## src/rtl/fpmult_pkg.sv

```systemverilog
// Shared widths, constants and result types for the FPMult round/pack stage.
package fpmult_pkg;

   localparam int EXP_W = 5;
   localparam int MAN_W = 10;
   localparam int BIAS  = 15;

   localparam logic [EXP_W-1:0] EXP_ALL_ONES = '1;
   // Quiet NaN payload: only the top mantissa bit set.
   localparam logic [MAN_W-1:0] QNAN_MAN     = {1'b1, {(MAN_W-1){1'b0}}};

   // Packed IEEE result in field order {sign, exp, man}.
   typedef struct packed {
      logic             sign;
      logic [EXP_W-1:0] exp;
      logic [MAN_W-1:0] man;
   } fp_result_t;

   // Exception flags that travel with each result.
   typedef struct packed {
      logic overflow;
      logic underflow;
      logic inexact;
   } fp_flags_t;

endpackage

```

## src/rtl/fpmult_rne_select.sv

```systemverilog
// Round-to-nearest-even decision and candidate selection (purely combinational).
module fpmult_rne_select
   import fpmult_pkg::*;
(
   input  logic [EXP_W+1:0] round_e_i,
   input  logic [EXP_W+1:0] round_ep_i,
   input  logic [MAN_W-1:0] round_m_i,
   input  logic [MAN_W-1:0] round_mp_i,
   input  logic [2:0]       grs_i,
   output logic [MAN_W-1:0] man_o,
   output logic [EXP_W+1:0] exp_o,
   output logic             inexact_o
);

   logic round_up;
   logic carry;

   // Ties go to the even mantissa; the carry case picks the incremented exponent.
   always_comb begin
      round_up  = grs_i[2] && (grs_i[1] || grs_i[0] || round_m_i[0]);
      carry     = round_up && (&round_m_i);
      man_o     = round_up ? round_mp_i : round_m_i;
      exp_o     = carry ? round_ep_i : round_e_i;
      inexact_o = |grs_i;
   end

endmodule

```

## src/rtl/fpmult_round_pack.sv

```systemverilog
// Final FPMult stage: registered rounding (s1) then exception handling and pack (s2),
// with a valid/ready pipeline that buffers two beats under backpressure.
module fpmult_round_pack
   import fpmult_pkg::*;
(
   input  logic                     clk,
   input  logic                     rst,
   input  logic                     in_valid,
   output logic                     in_ready,
   input  logic                     in_sign,
   input  logic [EXP_W+1:0]         in_round_e,
   input  logic [EXP_W+1:0]         in_round_ep,
   input  logic [MAN_W-1:0]         in_round_m,
   input  logic [MAN_W-1:0]         in_round_mp,
   input  logic [2:0]               in_grs,
   input  logic                     in_nan,
   input  logic                     in_inf,
   input  logic                     in_zero,
   output logic                     out_valid,
   input  logic                     out_ready,
   output logic [EXP_W+MAN_W:0]     out_result,
   output logic                     out_overflow,
   output logic                     out_underflow,
   output logic                     out_inexact
);

   // Handshake: a beat moves across a port on any cycle where valid && ready.
   // The producer holds valid and data until accepted; out_valid/out_result are
   // held stable while out_valid && !out_ready.

   localparam logic signed [EXP_W+1:0] EXP_MAX  = {2'b00, EXP_ALL_ONES};
   localparam logic signed [EXP_W+1:0] EXP_ZERO = '0;

   // Stage 1 registers (rounded operand).
   logic                    s1_valid_q;
   logic                    s1_sign_q;
   logic signed [EXP_W+1:0] s1_exp_q;
   logic [MAN_W-1:0]        s1_man_q;
   logic                    s1_inexact_q;
   logic                    s1_nan_q;
   logic                    s1_inf_q;
   logic                    s1_zero_q;

   // Stage 2 registers (packed result).
   logic                    s2_valid_q;
   fp_result_t              s2_result_q;
   fp_flags_t               s2_flags_q;

   // Combinational next-state values.
   logic [MAN_W-1:0]        rne_man;
   logic [EXP_W+1:0]        rne_exp;
   logic                    rne_inexact;
   fp_result_t              s2_result_d;
   fp_flags_t               s2_flags_d;
   logic                    in_fire;
   logic                    s2_load;
   logic                    s1_valid_d;
   logic                    s2_valid_d;

   fpmult_rne_select u_rne (
      .round_e_i  (in_round_e),
      .round_ep_i (in_round_ep),
      .round_m_i  (in_round_m),
      .round_mp_i (in_round_mp),
      .grs_i      (in_grs),
      .man_o      (rne_man),
      .exp_o      (rne_exp),
      .inexact_o  (rne_inexact)
   );

   // Flow control: s1 frees up whenever it can move into s2, so a full pipe
   // still accepts a new beat on the cycle the consumer takes one.
   always_comb begin
      in_ready   = !s1_valid_q || !s2_valid_q || out_ready;
      in_fire    = in_valid && in_ready;
      s2_load    = s1_valid_q && (!s2_valid_q || out_ready);
      s1_valid_d = s1_valid_q;
      if (in_fire) begin
         s1_valid_d = 1'b1;
      end else if (s2_load) begin
         s1_valid_d = 1'b0;
      end
      s2_valid_d = s2_valid_q;
      if (s2_load) begin
         s2_valid_d = 1'b1;
      end else if (out_ready) begin
         s2_valid_d = 1'b0;
      end
   end

   // Exception priority: NaN, inf, zero, exponent overflow, underflow, normal.
   always_comb begin
      s2_result_d.sign = s1_sign_q;
      s2_result_d.exp  = s1_exp_q[EXP_W-1:0];
      s2_result_d.man  = s1_man_q;
      s2_flags_d       = '{overflow: 1'b0, underflow: 1'b0, inexact: s1_inexact_q};
      if (s1_nan_q) begin
         s2_result_d = '{sign: 1'b0, exp: EXP_ALL_ONES, man: QNAN_MAN};
         s2_flags_d  = '0;
      end else if (s1_inf_q) begin
         s2_result_d = '{sign: s1_sign_q, exp: EXP_ALL_ONES, man: '0};
         s2_flags_d  = '0;
      end else if (s1_zero_q) begin
         s2_result_d = '{sign: s1_sign_q, exp: '0, man: '0};
         s2_flags_d  = '0;
      end else if (s1_exp_q >= EXP_MAX) begin
         s2_result_d = '{sign: s1_sign_q, exp: EXP_ALL_ONES, man: '0};
         s2_flags_d  = '{overflow: 1'b1, underflow: 1'b0, inexact: 1'b1};
      end else if (s1_exp_q <= EXP_ZERO) begin
         // Denormals are flushed to signed zero.
         s2_result_d = '{sign: s1_sign_q, exp: '0, man: '0};
         s2_flags_d  = '{overflow: 1'b0, underflow: 1'b1, inexact: 1'b1};
      end
   end

   // Stage 1: capture the rounded candidate and special flags on input transfer.
   always_ff @(posedge clk) begin
      if (!rst) begin
         s1_valid_q   <= 1'b0;
         s1_sign_q    <= 1'b0;
         s1_exp_q     <= '0;
         s1_man_q     <= '0;
         s1_inexact_q <= 1'b0;
         s1_nan_q     <= 1'b0;
         s1_inf_q     <= 1'b0;
         s1_zero_q    <= 1'b0;
      end else begin
         s1_valid_q <= s1_valid_d;
         if (in_fire) begin
            s1_sign_q    <= in_sign;
            s1_exp_q     <= $signed(rne_exp);
            s1_man_q     <= rne_man;
            s1_inexact_q <= rne_inexact;
            s1_nan_q     <= in_nan;
            s1_inf_q     <= in_inf;
            s1_zero_q    <= in_zero;
         end
      end
   end

   // Stage 2: capture the packed result when s1 advances; held while stalled.
   always_ff @(posedge clk) begin
      if (!rst) begin
         s2_valid_q  <= 1'b0;
         s2_result_q <= '0;
         s2_flags_q  <= '0;
      end else begin
         s2_valid_q <= s2_valid_d;
         if (s2_load) begin
            s2_result_q <= s2_result_d;
            s2_flags_q  <= s2_flags_d;
         end
      end
   end

   assign out_valid     = s2_valid_q;
   assign out_result    = s2_result_q;
   assign out_overflow  = s2_flags_q.overflow;
   assign out_underflow = s2_flags_q.underflow;
   assign out_inexact   = s2_flags_q.inexact;

endmodule

```

## config.mk

```make
export PLATFORM = sky130hd
export DESIGN_NAME = fpmult_round_pack
export DESIGN_NICKNAME = d
export VERILOG_FILES = /design/src/rtl/fpmult_pkg.sv /design/src/rtl/fpmult_rne_select.sv /design/src/rtl/fpmult_round_pack.sv
export SDC_FILE = /design/constraint.sdc
export NUM_CORES = 1
export LEC_CHECK = 0
export BUFFER_PORTS_ARGS = -buffer_cell sky130_fd_sc_hd__buf_4
export CAP_MARGIN = 0
export CORE_MARGIN = 2
export CORE_UTILIZATION = 28
export DETAILED_ROUTE_END_ITERATION = 6
export GPL_TIMING_DRIVEN = 0
export PLACE_DENSITY = 0.59
export SLEW_MARGIN = 30
export SYNTH_ARGS = -nofsm -noshare
export SYNTH_HDL_FRONTEND = slang
export SYNTH_HIERARCHICAL = 1
export SYNTH_SLANG_ARGS = --single-unit
```

## constraint.sdc

```tcl
create_clock -name clk -period 2.09 [get_ports clk]
set_input_delay 0.1045 -clock clk [delete_from_list [all_inputs] [get_ports clk]]
set_output_delay 0.1045 -clock clk [all_outputs]
set_load 0.05 [all_outputs]
```

== Word-level counts from Yosys, hierarchy flattened ==
Cells that the tools add are included.

* Bits in registers: 43
* Output and inout port bits: 21
* Input port bits: 45

* $lt $le $gt $ge: 2
* Muxes and demuxes: 16
* Reductions and logical operators: 15

{| class="wikitable"
|+ Operator list
! cell !! number
|-
| $mux W15 || 4
|-
| $mux W16 || 1
|-
| $mux W3 || 4
|-
| $mux W10 || 1
|-
| $reduce_and A10 Y1 || 1
|-
| $ge A7 B6 Y1 const B || 1
|-
| $le A7 B1 Y1 const B || 1
|-
| $mux W7 || 1
|-
| $logic_or A1 B1 Y1 || 5
|-
| $logic_and A1 B1 Y1 || 4
|-
| $mux W1 || 4
|-
| $reduce_bool A2 Y1 || 2
|-
| $reduce_or A3 Y1 || 1
|-
| $logic_not A1 Y1 || 2
|-
| $mux W2 || 1
|}

== Longest topological paths before layout ==
Gate-level depths: netlist of the first run.

* Depth after elaboration: 6
* Mapped depth: 5

== Cells and area by module ==
The synthesis of the first run kept the hierarchy.

{| class="wikitable"
|+ By module, submodules not included
! module !! times used !! cells each !! area an instance (µm²)
|-
| fpmult_round_pack || 1 || 181 || 1,564.0
|-
| fpmult_rne_select || 1 || 25 || 261.5
|}

== Worst setup path before layout of the first run ==
Ideal clock, no wire load.

* Path type: register to register
* Start: register s2_valid_q, in the netlist out_valid
* End: register s1_exp_q[0]
* Arrival time: 1,949 ps
* Buffers on the path: 1
* Setup time: 70 ps
* Path slack: 71 ps
* Stages on the path, launching flop included: 6
* Cell sequence: dfxtp_1 nand3b_1 nand2_1 clkbuf_1 nand2_1 a21oi_1

* Longest elaborated chain between the ends: 4

{| class="wikitable"
|+ RTL lines
! element !! line !! text
|-
| start: declaration || fpmult_round_pack.sv:45 || <nowiki>logic s2_valid_q;</nowiki>
|-
| start signal: assignment || fpmult_round_pack.sv:148 || <nowiki>s2_valid_q <= s2_valid_d;</nowiki>
|-
| $logic_not A1 Y1 || fpmult_round_pack.sv:74 || <nowiki>in_ready = !s1_valid_q || !s2_valid_q || out_ready;</nowiki>
|-
| $logic_or A1 B1 Y1 (2 in series) || fpmult_round_pack.sv:74 ||
|-
| via in_ready || fpmult_round_pack.sv:9 || <nowiki>output logic in_ready,</nowiki>
|-
| $logic_and A1 B1 Y1 || fpmult_round_pack.sv:75 || <nowiki>in_fire = in_valid && in_ready;</nowiki>
|-
| end signal: assignment || fpmult_round_pack.sv:131 || <nowiki>s1_exp_q <= $signed(rne_exp);</nowiki>
|-
| end: declaration || fpmult_round_pack.sv:37 || <nowiki>logic signed [EXP_W+1:0] s1_exp_q;</nowiki>
|}

The timed path passes the listed nets, and every way through them passes these cells.
A chain may end at the register's enable or synchronous reset.

== Worst setup path after layout of the first run ==
* Start: register s2_valid_q, in the netlist out_valid
* End: register s2_result_q (netlist bit out_result[5])

* Longest elaborated chain between the ends: 3

{| class="wikitable"
|+ RTL lines
! element !! line !! text
|-
| $logic_not A1 Y1 || fpmult_round_pack.sv:76 || <nowiki>s2_load = s1_valid_q && (!s2_valid_q || out_ready);</nowiki>
|-
| $logic_or A1 B1 Y1 || fpmult_round_pack.sv:76 ||
|-
| $logic_and A1 B1 Y1 || fpmult_round_pack.sv:76 ||
|-
| end signal: assignment || fpmult_round_pack.sv:150 || <nowiki>s2_result_q <= s2_result_d;</nowiki>
|-
| end: declaration || fpmult_round_pack.sv:46 || <nowiki>fp_result_t s2_result_q;</nowiki>
|}

No other way between the ends.

==> results of run 1 <==
## stage by stage
stage	total power, mW	hold slack, ns	cells
floorplan	1.08	0.240	206
global placement	1.22	0.358	348
detailed placement	1.22	0.371	348
CTS	1.71	0.0604	356
global route	1.78	0.0674	356
finish	1.70	0.0609	356
## routing by layer
metal	wire [um]	track usage, %	up-vias
li1	-	-	872
met2	2190	19.8	42
met1	2240	20.0	759
met3	224	2.75	6
met4	71	4.76	0
met5	0	0	-
## state kept, by name, indices dropped and copies added (netlist names)
name,cells
out_overflow,1
s1_exp_q,7
out_valid,1
out_result,16
s1_man_q,10
s1_valid_q,1
out_inexact,1
s1_inf_q,1
s1_inexact_q,1
s1_nan_q,1
out_underflow,1
s1_sign_q,1
s1_zero_q,1
## critical path: stages (launching register included)
cell	delay [ns]
dfxtp_1	0.37
nor2b_1	0.27
nor2_1	0.20
nor2_1	0.60
a22o_1	0.25
## path summary, 6_finish.rpt
| check | startpoint | endpoint | slack [ns] | depth (start not counted) |
|---|---|---|---|---|
| worst max-delay path | out_valid | out_result[5] | 0.36 | 4 |
| worst min-delay path | in_nan | s1_nan_q | 0.06 | 3 |
| worst max register to register | out_valid | out_result[5] | 0.36 | 4 |
| worst min register to register | s1_man_q[0] | s1_man_q[0] | 0.45 | 2 |
## Yosys cell counts (all sizes together)
library cell,n,share of area [%]
clkbuf,6,1.2
mux2,16,9.9
or2,1,0.34
nand3b,2,0.82
nand2,48,9.9
nor4,1,1.2
nand4,4,1.7
or4,2,0.82
o21ai,10,2.7
a21oi,32,8.8
nor2b,1,0.34
nand3,1,0.27
inv,6,1.2
o31ai,1,1.2
a32o,1,0.55
mux2i,1,0.55
a31o,1,0.48
o211ai,1,0.41
nor2,7,1.4
and3,1,0.34
dfxtp,43,47
a32oi,1,0.48
buf,1,0.21
o22ai,2,0.69
a22o,9,4.3
nor3,4,2.0
nand2b,1,0.34
or3,2,0.69
## where the power goes
part	internal (mW)	switching (mW)
clock network	0.234	0.266
logic	0.136	0.171
registers	0.861	0.0309
total	1.23	0.468
## layout by cell type (no fill, tap or decap), drive strengths merged
| master | n |
|---|---|
| buf | 66 |
| nand2 | 48 |
| dfxtp | 43 |
| a21oi | 32 |
| mux2 | 16 |
| clkbuf | 13 |
| o21ai | 10 |
| a22o | 9 |
| nor2 | 7 |
| inv | 6 |
| nand4 | 4 |
| nor3 | 4 |
| nand3b | 2 |
| or4 | 2 |
| or3 | 2 |
| o22ai | 2 |
| nor2b | 1 |
| and3 | 1 |
| a31o | 1 |
| nand2b | 1 |
| nor4 | 1 |
| or2 | 1 |
| mux2i | 1 |
| a32oi | 1 |
| o211ai | 1 |
| a32o | 1 |
| clkinv | 1 |
| nand3 | 1 |
| o31ai | 1 |
## logic make-up (layout without fill, tap and decap cells)
| kind of cell | Yosys count | after routing | share of synthesized area [%] |
|---|---|---|---|
| muxes | 17 | 17 | 10.4 |
| AOI/OAI and AO/OA | 58 | 58 | 19.6 |
| buffers and inverters | 13 | 86 | 2.67 |
| and+or+nand+nor | 75 | 75 | 20.2 |
| DFF | 43 | 43 | 47.2 |
## area by class of cell
class / instances / area [um2] / share of cell area, %
Tap cell: 77 / 96.3 / 3.87
Sequential cell: 43 / 861 / 34.6
Inverter: 6 / 22.5 / 0.904
Clock buffer: 7 / 76.3 / 3.06
Timing Repair Buffer: 65 / 488 / 19.6
Clock inverter: 1 / 5.00 / 0.201
Buffer: 7 / 26.3 / 1.05
Multi-Input combinational cell: 150 / 916 / 36.8
==> impl_metrics.yaml, run 1 <==
run_status:
  status: "finished clean"
clock_network:
  tritoncts: "yes"
  cts_max_path_buffers: 2
  numClockSinks: 43
  post_cts_buffers: 0
  cts_root_buf: "clkbuf_8"
  cts_buffers: 5
  clk_pin_slew_ns: 0.08
  cts_max_level: 2
  clock_latency_ns: 0.29
  cts_hold_buf: 0
  cts_resized: 0
placed_design:
  pre_cts_ws_ns: 0.379
  hpwl_um: 3650
  placedInstanceArea_mm2: 0.00241
  io_buffers: 65
  place.gp.congestion: 0.795
synth:
  synth.distinct_cells: 31
  yosysSeqAreaShare_pct: 47.2
  synthesis.area_mm2: 0.00183
  netlist_instances: 206
  synth_area_per_cell_um2: 8.86
  yosysWarnings: 6
  syn_nets: 251
  ys_ff_latch: 43
global_routing:
  grtUsageTotal_pct: 13.6
  antenna_found_initial: 0
  grt_pass1_wl_um: 7800
  grt_pass1_vias: 1561
  grt_overflow: 0
  grt_max_degree: 13
sta:
  drv_slew: 0
  finClkSkew_ns: 0.00412
  tightest_slew_ns: 0.723
  finalWorstSetupSlack_ns: 0.356
  tns_ns: 0
  grt_setup_unrepaired: "false"
  finalCritPeriodShare_pct: 83.0
  hold_viol: 0
  min_period_ns: 1.73
  slew_headroom_pct: 51.6
  setup_viol: 0
  fmax_mhz: 577
power:
  peakVddDrop_mv: 0.257
  leakagePower_nw: 1.06
  cellPowerDensity_mw_per_mm2: 682
critical_path:
  required_ns: 2.33
  crit_fanout: 10
  critical_path_class: "reg2reg"
  worst-endpoint-arrival_ns: 1.97
  cp-end-kind: "flip-flop"
  start_kind: "flip-flop"
finish:
  stdcell_area_mm2: 0.00249
  n_fill_cell: 671
  syn2layout_area_growth_pct: 36.5
  diodes: 0
  nets: 323
  drive_above_1_share_pct: 33.3
  final_util_pct: 39.5
detailed_routing:
  drc_errors: 0
  wire_per_inst_um: 13.3
  avgViaCountPerCell: 4.72
  dr.pass1.iters: 4
  vias: 1679
  drt-total-wl_um: 4730
  ant_nets: 0
  drt_iter0_markers: 76
floorplan:
  rows: 29
  die_area_mm2: 0.00718
  io_pins: 66
  die_w_um: 84.7
  die_h_um: 84.7
  core-area_mm2: 0.00631
  start_util_pct: 28.9
flow_run:
  maxCapViolations: 0
min_path:
  min_path_type: "in2reg"
No activity file was read; power rests on OpenSTA's default activity.
==> run 2, diff against run 1 <==
PLACE_DENSITY = 0.61   (was 0.59)
clock period = 1.5 ns   (was 2.09 ns; I/O delays follow)
==> impl_metrics.yaml, run 2 (synthesis results as in run 1) <==
critical_path:
  worst_path_max_delay_cell: "or4_4"
  start_kind: "flip-flop"
  critical_path_class: "reg2reg"
  cp-end-kind: "flip-flop"
  critPathBufInv: 1
  worst-endpoint-arrival_ns: 1.78
  crit_fanout: 8
  r2r_slack_ns: -0.08
  cp_top_family: "simple AND/OR/NAND/NOR gates"
  reg2reg_to: "out_result[2]"
  rr_worst_depth: 5
  required_ns: 1.69
  crit_path_cell_trace: "or4_4 -> nor3_4 -> nor4_4 -> buf_6 -> a22o_1"
  cp_slowest_stage_delay_ns: 0.55
  rr_startpoint: "s1_exp_q[1]"
clock_network:
  cts_max_level: 2
  clock_latency_ns: 0.29
  numClockSinks: 43
  cts_max_path_buffers: 2
  cts_hold_buf: 0
  cts_root_buf: "clkbuf_8"
  cts_buffers: 5
  clk_pin_slew_ns: 0.08
  tritoncts: "yes"
global_routing:
  grt_pass1_vias: 1804
  antenna_found_initial: 0
  grt_max_degree: 14
  grt_pass1_wl_um: 8500
  grtUsageTotal_pct: 14.7
  grt_overflow: 0
min_path:
  hold_depth: 3
  min_path_type: "in2reg"
  min_to: "s1_nan_q"
  hp-start: "in_nan"
finish:
  final_util_pct: 42.2
  diodes: 0
  drive_above_1_share_pct: 40.5
  fin_cells: 361
  largest_reg_flops: 16
  syn2layout_area_growth_pct: 45.9
  final_cell_mix: "69 x buf_4, 47 x nand2_1, 39 x dfxtp_1, 31 x a21oi_1, 16 x mux2_2"
  layout_commonest_cell: "buf_4"
  stdcell_area_mm2: 0.00266
  nets: 328
floorplan:
  die_h_um: 84.7
  start_util_pct: 28.9
  core-area_mm2: 0.00631
  rows: 29
  io_pins: 66
  die_area_mm2: 0.00718
  die_w_um: 84.7
sta:
  finalWorstSetupSlack_ns: -0.0834
  drv_slew: 0
  min_period_ns: 1.58
  tightest_slew_ns: 0.547
  grt_setup_unrepaired: "true"
  finClkSkew_ns: 0.00747
  slew_headroom_pct: 63.5
  hold_viol: 0
  fmax_mhz: 632
  finalCritPeriodShare_pct: 106
  setup_viol: 11
run_status:
  violations: "setup timing"
  status: "complete, but fails checks"
placed_design:
  hpwl_um: 3620
  io_buffers: 65
  place.gp.congestion: 0.767
  placedInstanceArea_mm2: 0.00244
  dp.cells: 348
detailed_routing:
  drt-total-wl_um: 5010
  avgViaCountPerCell: 4.93
  ant_nets: 0
  dr.pass1.iters: 4
  drc_errors: 0
  vias: 1778
  drt_iter0_markers: 122
  wire_per_inst_um: 13.9
power:
  cellPowerDensity_mw_per_mm2: 1040
  leakagePower_nw: 1.13
  peakVddDrop_mv: 0.582
flow_run:
  maxCapViolations: 0
[run 2: cell count changes in the layout (fill, tap and decap cells not counted), moves of 2 or more]
| cell | delta |
|---|---|
| dfxtp_1 | -4 |
| clkbuf_2 | +2 |
| bufinv_16 | +2 |
| dfxtp_2 | +2 |
| nor2_4 | +2 |
| dfxtp_4 | +2 |
| buf_4 | +4 |
| nor3_4 | +2 |
| nor2_1 | -3 |
| clkbuf_1 | -5 |
| clkbuf_8 | +2 |
[run 2: worst max path at each step]
stage | startpoint | endpoint | slack, ns | cells after the start
floorplan | out_valid | s1_exp_q[5] | -0.06 | 5
global placement | out_valid | out_result[1] | -0.22 | 4
detailed placement | out_valid | out_result[8] | -0.25 | 4
CTS | s1_exp_q[1] | out_result[8] | -0.11 | 5
global route | s1_exp_q[1] | out_result[8] | -0.11 | 5
finish | s1_exp_q[1] | out_result[2] | -0.08 | 5
[run 2: where the power goes]
| group | total, mW | switching, mW | internal (mW) |
|---|---|---|---|
| Clock | 1.06 | 0.393 | 0.666 |
| Combinational | 0.474 | 0.256 | 0.218 |
| Sequential | 1.24 | 0.0442 | 1.20 |
| Total | 2.77 | 0.693 | 2.08 |
[run 2: worst reg2reg max path, stage by stage, from the launching register on]
cell and delay, ns:
dfxtp_2 0.34, or4_4 0.55, nor3_4 0.22, nor4_4 0.06
buf_6 0.14, a22o_1 0.19
[run 2: repair_timing]
action | in CTS | in global routing
pin swaps | 6 | 3
setup endpoints to repair | 38 | 33
setup buffers | 5 | 0
resized for setup | 11 | 6
hold endpoints to repair | 0 | 0
[run 2: stage by stage]
stage	TNS [ns]	power (mW)	worst slack (ns)	hold slack, ns
3_5_place_dp	-3.11	1.71	-0.252	0.346
6_report	-0.733	2.77	-0.0834	0.0343
2_1_floorplan	-0.974	1.52	-0.0590	0.213
4_1_cts	-1.09	2.78	-0.109	0.0298
5_1_grt	-1.14	2.90	-0.113	0.0321
3_3_place_gp	-2.42	1.70	-0.217	0.340
[run 2: metal layers]
layer	wire [um]	vias to the layer above	global-route usage, %
li1	-	888	-
met1	2230	829	18.6
met2	2420	57	25.2
met3	314	4	3.24
met4	39	0	4.04
met5	0	-	0
[run 2: cell type report]
| cell class | instances | area (um2) |
|---|---|---|
| tap | 77 | 96.3 |
| clock buffer | 6 | 72.6 |
| buffer | 7 | 48.8 |
| clock inverter | 2 | 60.1 |
| sequential | 43 | 871 |
| timing repair buffer | 70 | 529 |
| inverter | 6 | 22.5 |
| fill | 657 | 3650 |
| multi-input combinational | 150 | 963 |
==> run 3, diff against run 2 <==
clock period = 1.25 ns   (was 1.5 ns; I/O delays follow)
==> impl_metrics.yaml, run 3 (synthesis results as in run 1) <==
detailed_routing:
  drt_iter0_markers: 41
  drt-total-wl_um: 5050
  route.met3.wl_um: 372
  wire_per_inst_um: 13.9
  dr.pass1.iters: 4
  top_layer: "met4"
  dr_wl_met2_um: 2330
  avgViaCountPerCell: 4.80
  vias: 1749
  ant_nets: 0
  met1_length_um: 2280
  drc_errors: 0
finish:
  final_cell_mix: "67 x buf_4, 47 x nand2_1, 38 x dfxtp_1, 31 x a21oi_1, 16 x mux2_2"
  layout_commonest_cell: "buf_4"
  fin_cells: 364
  nets: 331
  regArea_um2: 870
  largest_reg_flops: 16
  n_fill_cell: 645
  syn2layout_area_growth_pct: 49.1
  stdcell_area_mm2: 0.00272
  drive_above_1_share_pct: 43.2
  multi_input_area_mm2: 0.00100
  diodes: 0
sta:
  fmax_mhz: 644
  hold_viol: 0
  setup_viol: 13
  slew_headroom_pct: 63.9
  whs_ns: 0.0150
  finalCritPeriodShare_pct: 124
  tightest_slew_ns: 0.542
  finClkSkew_ns: 0.0129
  min_period_ns: 1.55
  drv_slew: 0
  grt_setup_unrepaired: "true"
  finalWorstSetupSlack_ns: -0.304
global_routing:
  grtUsageTotal_pct: 14.4
  grt_max_degree: 14
  grt_overflow: 0
  grt_pass1_wl_um: 8200
  antenna_found_initial: 0
  grt_pass1_vias: 1725
critical_path:
  critical_path_class: "reg2reg"
  cp-end-kind: "flip-flop"
  crit_path_cell_trace: "buf_6 -> and3_4 -> a31o_1 -> or4_1 -> a32o_1"
  r2r_slack_ns: -0.30
  required_ns: 1.44
  cp_top_family: "simple AND/OR/NAND/NOR gates"
  critPathBufInv: 1
  cp_slowest_stage_delay_ns: 0.39
  worst_path_max_delay_cell: "or4_1"
  start_kind: "flip-flop"
  worst-endpoint-arrival_ns: 1.74
  crit_fanout: 2
placed_design:
  pre_cts_ws_ns: -0.493
  dp.cells: 348
  io_buffers: 65
  place.gp.congestion: 0.799
  hpwl_um: 3680
  placedInstanceArea_mm2: 0.00244
floorplan:
  die_w_um: 84.7
  rows: 29
  io_pins: 66
  start_util_pct: 28.9
  core-area_mm2: 0.00631
  die_h_um: 84.7
  die_area_mm2: 0.00718
power:
  cellPowerDensity_mw_per_mm2: 1110
  leakagePower_nw: 1.15
  peakVddDrop_mv: 0.641
clock_network:
  cts_buffers: 5
  cts_root_buf: "clkbuf_8"
  cts_max_path_buffers: 2
  numClockSinks: 43
  clk_pin_slew_ns: 0.08
  tritoncts: "yes"
  clock_latency_ns: 0.30
  cts_max_level: 2
min_path:
  min_path_type: "in2reg"
flow_run:
  maxCapViolations: 0
run_status:
  violations: "setup timing"
  status: "complete, but fails checks"
[run 3: per-stage QoR]
step           power (mW)  util (%)  setup TNS, ns
3_5_place_dp         2.05      38.7         -11.27
2_1_floorplan        1.82         -          -8.54
3_3_place_gp         2.05      38.7         -11.30
6_report             3.01      43.1          -3.50
5_1_grt              3.17      43.1          -4.23
4_1_cts              3.02      42.3          -4.20
[run 3: metal layers]
layer  global-route usage (%)  up-vias
met5                        0        -
met4                     4.91        0
met3                     3.83        8
met2                     23.3       62
met1                     18.5      787
li1                         -      892
[run 3: what timing repair did]
| action | CTS | global route |
|---|---|---|
| resized for setup | 22 | 13 |
| pin swaps | 8 | 6 |
| setup endpoints to repair | 38 | 35 |
| buffers inserted | 7 | 2 |
| hold buffers | 0 | 0 |
[run 3: worst paths after layout]
path | to | depth (start not counted) | start
worst min-delay path | s1_nan_q | 3 | in_nan
worst min register to register | out_result[15] | 2 | out_result[15]
worst max register to register | out_inexact | 5 | s1_exp_q[0]
worst max-delay path | out_inexact | 5 | s1_exp_q[0]
[run 3: where the power goes]
group          internal [mW]  switching, mW  leakage [nW]
clock                  0.446          0.464        0.0482
combinational          0.292          0.313         0.743
sequential              1.44         0.0562         0.354
total                   2.18          0.833          1.15
[run 3: worst min-delay path, delay by kind of cell]
kind            cells  cell delay (ns)
simple gates        1             0.04
buf+inv             1             0.11
compound gates      1             0.05
[run 3: area by class of cell]
cell class                      instances  area share, %
Clock buffer                            7           3.17
Timing Repair Buffer                   73           21.0
Tap cell                               77           3.54
Clock inverter                          1          0.184
Multi-Input combinational cell        150           36.8
Sequential cell                        43           31.9
Buffer                                  7           2.57
Inverter                                6          0.827
